[src/rtl/fetch_redirect_unit_if.sv]
// Purpose: groups the EX-stage control-flow results and the fetch outputs of the redirect unit.
// Latency: none; this is wiring only.
// Backpressure: Stall is the only hold signal, driven by the hazard side through the master modport.
interface fetch_redirect_unit_if #(
  parameter int NBits = 32,
  parameter int CNT_W = 16
);
  logic             Stall;
  logic             BranchEQ;
  logic             BranchNE;
  logic             Jump;
  logic             JumpRegister;
  logic             Zero;
  logic [NBits-1:0] EX_PC_4;
  logic [NBits-1:0] BranchAddress;
  logic [NBits-1:0] JumpAddress;
  logic [NBits-1:0] JumpRegAddress;
  logic [NBits-1:0] PC;
  logic [NBits-1:0] PC_4;
  logic             Flush_IFID;
  logic             Flush_IDEX;
  logic             RedirectPending;
  logic             AddrMisaligned;
  logic [CNT_W-1:0] RedirectCount;

  // EX stage / hazard unit side
  modport master (
    output Stall, BranchEQ, BranchNE, Jump, JumpRegister, Zero,
           EX_PC_4, BranchAddress, JumpAddress, JumpRegAddress,
    input  PC, PC_4, Flush_IFID, Flush_IDEX, RedirectPending,
           AddrMisaligned, RedirectCount
  );

  // Fetch redirect unit side
  modport slave (
    input  Stall, BranchEQ, BranchNE, Jump, JumpRegister, Zero,
           EX_PC_4, BranchAddress, JumpAddress, JumpRegAddress,
    output PC, PC_4, Flush_IFID, Flush_IDEX, RedirectPending,
           AddrMisaligned, RedirectCount
  );
endinterface

[src/rtl/fetch_redirect_unit.sv]
// Purpose: owns the PC, resolves EX branches/jumps into redirects and IF/ID + ID/EX flushes.
// Latency: redirect visible in PC one edge after EX resolves, or on the first edge after Stall drops.
// Backpressure: Stall holds the PC; a redirect seen under Stall is latched and the oldest one wins.
module fetch_redirect_unit #(
  parameter int               NBits    = 32,
  parameter logic [NBits-1:0] RESET_PC = 32'h00400000,
  parameter int               CNT_W    = 16
) (
  input logic                 clk,
  input logic                 reset,
  fetch_redirect_unit_if.slave bus
);

  typedef enum logic {RUN, PENDING} state_t;

  state_t           state;
  logic [NBits-1:0] pcReg;
  logic [NBits-1:0] pcPlus4;
  logic [NBits-1:0] pendingTarget;
  logic [NBits-1:0] target;
  logic [NBits-1:0] applyTarget;
  logic             taken;
  logic             req;
  logic             apply;
  logic             misaligned;
  logic [CNT_W-1:0] redirectCnt;

  // Resolve the EX request and decide whether a redirect lands on the coming edge
  always_comb begin
    taken = (bus.BranchEQ & bus.Zero) | (bus.BranchNE & ~bus.Zero);
    req   = bus.JumpRegister | bus.Jump | taken;
    if (bus.JumpRegister) begin
      target = bus.JumpRegAddress;
    end else if (bus.Jump) begin
      target = {bus.EX_PC_4[NBits-1:NBits-4], bus.JumpAddress[NBits-5:0]};
    end else begin
      target = bus.BranchAddress;
    end
    // A latched redirect is older than anything currently in EX, so it takes precedence
    apply       = ~bus.Stall & ((state == PENDING) | req);
    applyTarget = (state == PENDING) ? pendingTarget : target;
    pcPlus4     = pcReg + NBits'(4);
  end

  // PC / deferral FSM with sticky misalignment flag and saturating redirect counter
  always_ff @(posedge clk or negedge reset) begin
    if (!reset) begin
      state         <= RUN;
      pcReg         <= RESET_PC;
      pendingTarget <= '0;
      misaligned    <= 1'b0;
      redirectCnt   <= '0;
    end else begin
      if (apply) begin
        pcReg <= {applyTarget[NBits-1:2], 2'b00};
        state <= RUN;
        if (applyTarget[1:0] != 2'b00) begin
          misaligned <= 1'b1;
        end
        if (redirectCnt != {CNT_W{1'b1}}) begin
          redirectCnt <= redirectCnt + 1'b1;
        end
      end else if (bus.Stall) begin
        // Under stall only the first redirect is captured; later ones are dropped
        if ((state == RUN) && req) begin
          pendingTarget <= target;
          state         <= PENDING;
        end
      end else begin
        pcReg <= pcPlus4;
      end
    end
  end

  // Drive the fetch-side outputs
  always_comb begin
    bus.PC              = pcReg;
    bus.PC_4            = pcPlus4;
    bus.Flush_IFID      = apply;
    bus.Flush_IDEX      = apply;
    bus.RedirectPending = (state == PENDING);
    bus.AddrMisaligned  = misaligned;
    bus.RedirectCount   = redirectCnt;
  end

endmodule

[src/flat_wrapper.sv]
// flat-port wrapper written by rule: the top's interface ports become plain ports
module fetch_redirect_unit_flat 
#(
  parameter int               NBits    = 32,
  parameter logic [NBits-1:0] RESET_PC = 32'h00400000,
  parameter int               CNT_W    = 16
)
  (clk, reset, bus_Stall, bus_BranchEQ, bus_BranchNE, bus_Jump, bus_JumpRegister, bus_Zero, bus_EX_PC_4, bus_BranchAddress, bus_JumpAddress, bus_JumpRegAddress, bus_PC, bus_PC_4, bus_Flush_IFID, bus_Flush_IDEX, bus_RedirectPending, bus_AddrMisaligned, bus_RedirectCount);
  fetch_redirect_unit_if #(.NBits(NBits), .CNT_W(CNT_W)) bus_i ();
  input logic clk;
  input logic reset;
  input wire logic [$bits(bus_i.Stall)-1:0] bus_Stall;
  input wire logic [$bits(bus_i.BranchEQ)-1:0] bus_BranchEQ;
  input wire logic [$bits(bus_i.BranchNE)-1:0] bus_BranchNE;
  input wire logic [$bits(bus_i.Jump)-1:0] bus_Jump;
  input wire logic [$bits(bus_i.JumpRegister)-1:0] bus_JumpRegister;
  input wire logic [$bits(bus_i.Zero)-1:0] bus_Zero;
  input wire logic [$bits(bus_i.EX_PC_4)-1:0] bus_EX_PC_4;
  input wire logic [$bits(bus_i.BranchAddress)-1:0] bus_BranchAddress;
  input wire logic [$bits(bus_i.JumpAddress)-1:0] bus_JumpAddress;
  input wire logic [$bits(bus_i.JumpRegAddress)-1:0] bus_JumpRegAddress;
  output wire logic [$bits(bus_i.PC)-1:0] bus_PC;
  output wire logic [$bits(bus_i.PC_4)-1:0] bus_PC_4;
  output wire logic [$bits(bus_i.Flush_IFID)-1:0] bus_Flush_IFID;
  output wire logic [$bits(bus_i.Flush_IDEX)-1:0] bus_Flush_IDEX;
  output wire logic [$bits(bus_i.RedirectPending)-1:0] bus_RedirectPending;
  output wire logic [$bits(bus_i.AddrMisaligned)-1:0] bus_AddrMisaligned;
  output wire logic [$bits(bus_i.RedirectCount)-1:0] bus_RedirectCount;
  assign bus_i.Stall = bus_Stall;
  assign bus_i.BranchEQ = bus_BranchEQ;
  assign bus_i.BranchNE = bus_BranchNE;
  assign bus_i.Jump = bus_Jump;
  assign bus_i.JumpRegister = bus_JumpRegister;
  assign bus_i.Zero = bus_Zero;
  assign bus_i.EX_PC_4 = bus_EX_PC_4;
  assign bus_i.BranchAddress = bus_BranchAddress;
  assign bus_i.JumpAddress = bus_JumpAddress;
  assign bus_i.JumpRegAddress = bus_JumpRegAddress;
  assign bus_PC = bus_i.PC;
  assign bus_PC_4 = bus_i.PC_4;
  assign bus_Flush_IFID = bus_i.Flush_IFID;
  assign bus_Flush_IDEX = bus_i.Flush_IDEX;
  assign bus_RedirectPending = bus_i.RedirectPending;
  assign bus_AddrMisaligned = bus_i.AddrMisaligned;
  assign bus_RedirectCount = bus_i.RedirectCount;
  fetch_redirect_unit #(.NBits(NBits), .RESET_PC(RESET_PC), .CNT_W(CNT_W)) u_core (.clk(clk), .reset(reset), .bus(bus_i));
endmodule
[config.mk]
export PLATFORM = sky130hd
export DESIGN_NAME = fetch_redirect_unit_flat
export DESIGN_NICKNAME = d
export VERILOG_FILES = /design/src/rtl/fetch_redirect_unit_if.sv /design/src/rtl/fetch_redirect_unit.sv /design/src/flat_wrapper.sv
export SDC_FILE = /design/constraint.sdc
export NUM_CORES = 1
export LEC_CHECK = 0
export BUFFER_PORTS_ARGS = -buffer_cell sky130_fd_sc_hd__buf_2
export CAP_MARGIN = 20
export CORE_ASPECT_RATIO = 1.1
export CORE_MARGIN = 4
export CORE_UTILIZATION = 49
export DETAILED_ROUTE_END_ITERATION = 8
export GPL_ROUTABILITY_DRIVEN = 0
export PLACE_DENSITY = 0.91
export SETUP_SLACK_MARGIN = 0.15
export SYNTH_ARGS = -nofsm -noshare
export SYNTH_HDL_FRONTEND = slang
export SYNTH_SLANG_ARGS = --single-unit
export TNS_END_PERCENT = 50
[constraint.sdc]
create_clock -name clk -period 2.6 [get_ports clk]
set_input_delay 0.52 -clock clk [delete_from_list [all_inputs] [get_ports clk]]
set_output_delay 0.52 -clock clk [all_outputs]
set_load 0.005 [all_outputs]
==> metrics.md <==
| Metric | Value |
|---|---|
| Status | complete, but fails checks |
| Failing checks | negative setup slack |
| # fillers | 776 |
| Sequential area share after synthesis | 37.71% |
| FFs w/ async S/R, synth | 100.0% |
| Top cells by count, synth | 79 x dfrtp_1, 69 x nand2_1, 58 x o21ai_0 |
| H-tree depth | 3 |
| Startpoint Class | flip-flop |
| Clock Sink Count | 80 |
| Starting Density | 50.64% |
| Met2 wire length | 8675 um |
| Critical Path Fanout Max | 4 |
| PD cells | 588.6 nW/um^2 |
| Synth Register Bits | 80 |
| Fmax | 381.5 MHz |
| Later-pin clock latency in the skew report | 0.35 ns |
| Number of global-route vias before repair | 5319 |
| Initial antenna violation count | 0 |
| Final hold vios | 0 |
| DRC | 0 |
| Cell family with most CP delay | simple AND/OR/NAND/NOR gates |
| Unrepaired setup endpoints after global routing | true |
| Number of synthesized flops with an enable pin | 0 |
| WL per Instance | 18.79 um |
| Cell breakdown of the critical path | buf_6, nand4_1, buf_6, nor4_4, nand4_1, xnor2_1, buf_2 |
| Die Ht | 117.2 um |
| MaxCap Viol Count | 0 |
| Total Nets Final | 955 |
| Fin cells | 965 |
| Yosys top cell area share | 37.21% |
| Critical path capture point type | output port |
| CTS tree | yes |
| Iter 0 DRT Violations | 569 |
| Top Metal Used | met4 |
| Critical path buffers and inverters | 3 |
| Total die area | 12570 um^2 |
| Relative slew slack | 67.09% |
| WL final | 18140 um |
| Worst hold path type | input pin to asynchronous set/reset pin |
| Fin crit share | 100.8% |
| Global-route usage over all layers | 26.94% |
| Final setup margin | -0.02098 ns |
| I/O Pins | 220 |
| Grt ovf | 0 |
| Cells after Synth | 606 |
| FF-to-FF setup slack | 0.52 ns |
| Area leader, netlist | dfrtp_1 |
| Worst EP required | 2.08 ns |
| Largest net degree at the start of global routing | 53 |
| Final setup violation count | 1 |
| First-pass GRT wire length | 26560 um |
| Clock Path Buffers | 2 |
| Core area | 10490 um^2 |
| YS warnings | 0 |
| Row cnt | 39 |
| CTS clock-pin slew for the worst setup and hold paths | 0.07 ns |
| N_diodes | 0 |
| Mapped Avg Cell Area | 8.767 um^2 |
| Top cells by area, synth | dfrtp_1 37%, mux2i_1 6.8%, o21ai_0 5.5% |
| Crit Path Category | flip-flop to output port |
| Max VDD drop | 0.0005165 V |
| Synth cell types | 60 |
| Reg2Reg Depth | 9 |
| Clock skew | 0.01819 ns |
| Share of layout cells above drive strength 1 | 40.75% |
| Root buf cell | clkbuf_16 |
| Drt via density | 5.945 |
| Antenna-violating nets left | 0 |
| Cell with the most instances after synthesis | dfrtp_1 |
| Cell area after synthesis | 5313 um^2 |
| Met3 Wirelength | 2087 um |
| Post-layout util | 68.62% |
| Final HPWL DP | 12270 um |
| WP data arrival | 2.10 ns |
| Worst R2R Start | u_core.bus.PC[5]$_DFFE_PN0P_ |
| Detailed Routing Iterations Pass 1 | 5 |
| Primary FF master, synth | dfrtp_1 |
| TritonCTS buffer count | 9 |
| IO buf count | 183 |
| CP max stage cell | dfrtp_1 |
| Routed via count | 5737 |
| Worst Max-Slew Pin Slew | 0.4885 ns |
| Met1 Wirelength | 6680 um |
| Final slew viol count | 0 |
| TNS Setup | -0.02098 ns |
| Tmin final | 2.621 ns |
| Worst path max stage delay | 0.42 ns |
| Chip width | 107.3 um |
| Placed cell count | 914 |
| RR Endpoint | u_core.bus.PC[29]$_DFFE_PN0P_ |
| Static leakage | 3.464 nW |
| Synthesis-to-layout area growth | 35.52% |
placed cells by master, fill, tap and decap left out, types with 3 or more instances in the layout:
master	n
buf_2	182
dfrtp_1	70
nand2_1	68
o21ai_0	58
buf_4	57
nor2_1	36
mux2i_1	36
a21oi_1	32
xnor2_1	28
nand3_1	25
mux2_2	25
nand4_1	19
and3_1	14
xor2_1	10
clkbuf_16	9
dfrtp_2	9
o211ai_1	8
buf_6	8
inv_1	7
nor3_1	7
nor4_4	6
or3_1	6
a31oi_1	5
o311ai_0	5
nor4_1	4
nand3_2	4
o211a_1	4
conb_1	4
clkinv_2	4
nor3_4	3
o21a_1	3
a22oi_1	3
a2bb2oi_1	3
a32oi_1	3
o221a_2	3
o22ai_1	3
power breakdown:
part	leakage [nW]	internal (W)	switching (W)	total, W
logic	2.36	0.000651	0.000662	0.00131
registers	0.971	0.00148	0.000261	0.00174
clock network	0.134	0.000666	0.000521	0.00119
how the worst max path moves through the flow:
stage	from	to	slack [ns]	depth (start not counted)
2_1_floorplan	u_core.bus.PC[2]$_DFFE_PN0P_	bus_PC_4[28]	0.16	5
3_5_place_dp	u_core.bus.PC[2]$_DFFE_PN0P_	bus_PC_4[28]	0.10	6
6_report	u_core.bus.PC[5]$_DFFE_PN0P_	bus_PC_4[29]	-0.02	7
3_3_place_gp	u_core.bus.PC[2]$_DFFE_PN0P_	bus_PC_4[28]	0.13	6
5_1_grt	u_core.bus.PC[5]$_DFFE_PN0P_	bus_PC_4[29]	-0.07	7
4_1_cts	u_core.bus.PC[6]$_DFFE_PN0P_	bus_PC_4[31]	0.1	6
kinds of logic after synthesis:
group,count (synthesis),share of synthesized area [%]
xor+xnor,40,6.594
fa+ha+maj,2,0.4710
compound gates,146,17.31
flops,80,37.71
mux,61,12.08
buf+inv,60,4.805
simple gates,216,20.96
other cells,1,0.07059
routing by layer:
layer	global-route usage, %	vias to the layer above
li1	-	2623
met1	33.94	2640
met2	43.64	401
met3	7.351	73
met4	11.94	0
met5	0	-
worst reg2reg max path: stages (launching register included):
cell and delay (ns):
dfrtp_1 0.42, buf_6 0.13, nand4_1 0.15, buf_6 0.20
nor4_4 0.27, nand4_1 0.24, buf_4 0.21, buf_4 0.13
a21oi_1 0.11, o21ai_0 0.09
metrics by stage:
step	area [um^2]	worst slack [ns]	total power, W	hold WS, ns
after detailed placement	6440	0.1012	0.002884	0.4575
after global routing	7199	-0.06889	0.004455	0.1763
final	7199	-0.02098	0.004237	0.1401
after global placement	6440	0.1277	0.002826	0.4536
after floorplan	5326	0.1587	0.002331	0.2244
after CTS	6933	0.09993	0.004112	0.1589
state kept, by name, indices dropped and copies added (netlist names):
name,count
u_core.bus.AddrMisaligned,1
u_core.bus.PC,30
u_core.bus.RedirectCount,16
u_core.bus.RedirectPending,1
u_core.pendingTarget,32
layout make-up:
cell class                      count  area (um^2)  area share [%]
Tap cell                          143        178.9           2.485
Timing Repair Buffer              248         1449           20.13
Clock inverter                      6        35.03          0.4866
Sequential cell                    80         2014           27.98
Inverter                            9        33.78          0.4692
Multi-Input combinational cell    469         3249           45.13
Clock buffer                       10        239.0           3.319
timing repair:
item | in CTS | in global routing
hold buffers | 0 | 0
gates resized for setup | 20 | 29
endpoints found under the setup margin | 14 | 18
buffers inserted | 18 | 17
pin swaps | 17 | 18
(Power assumes the default switching activity.)
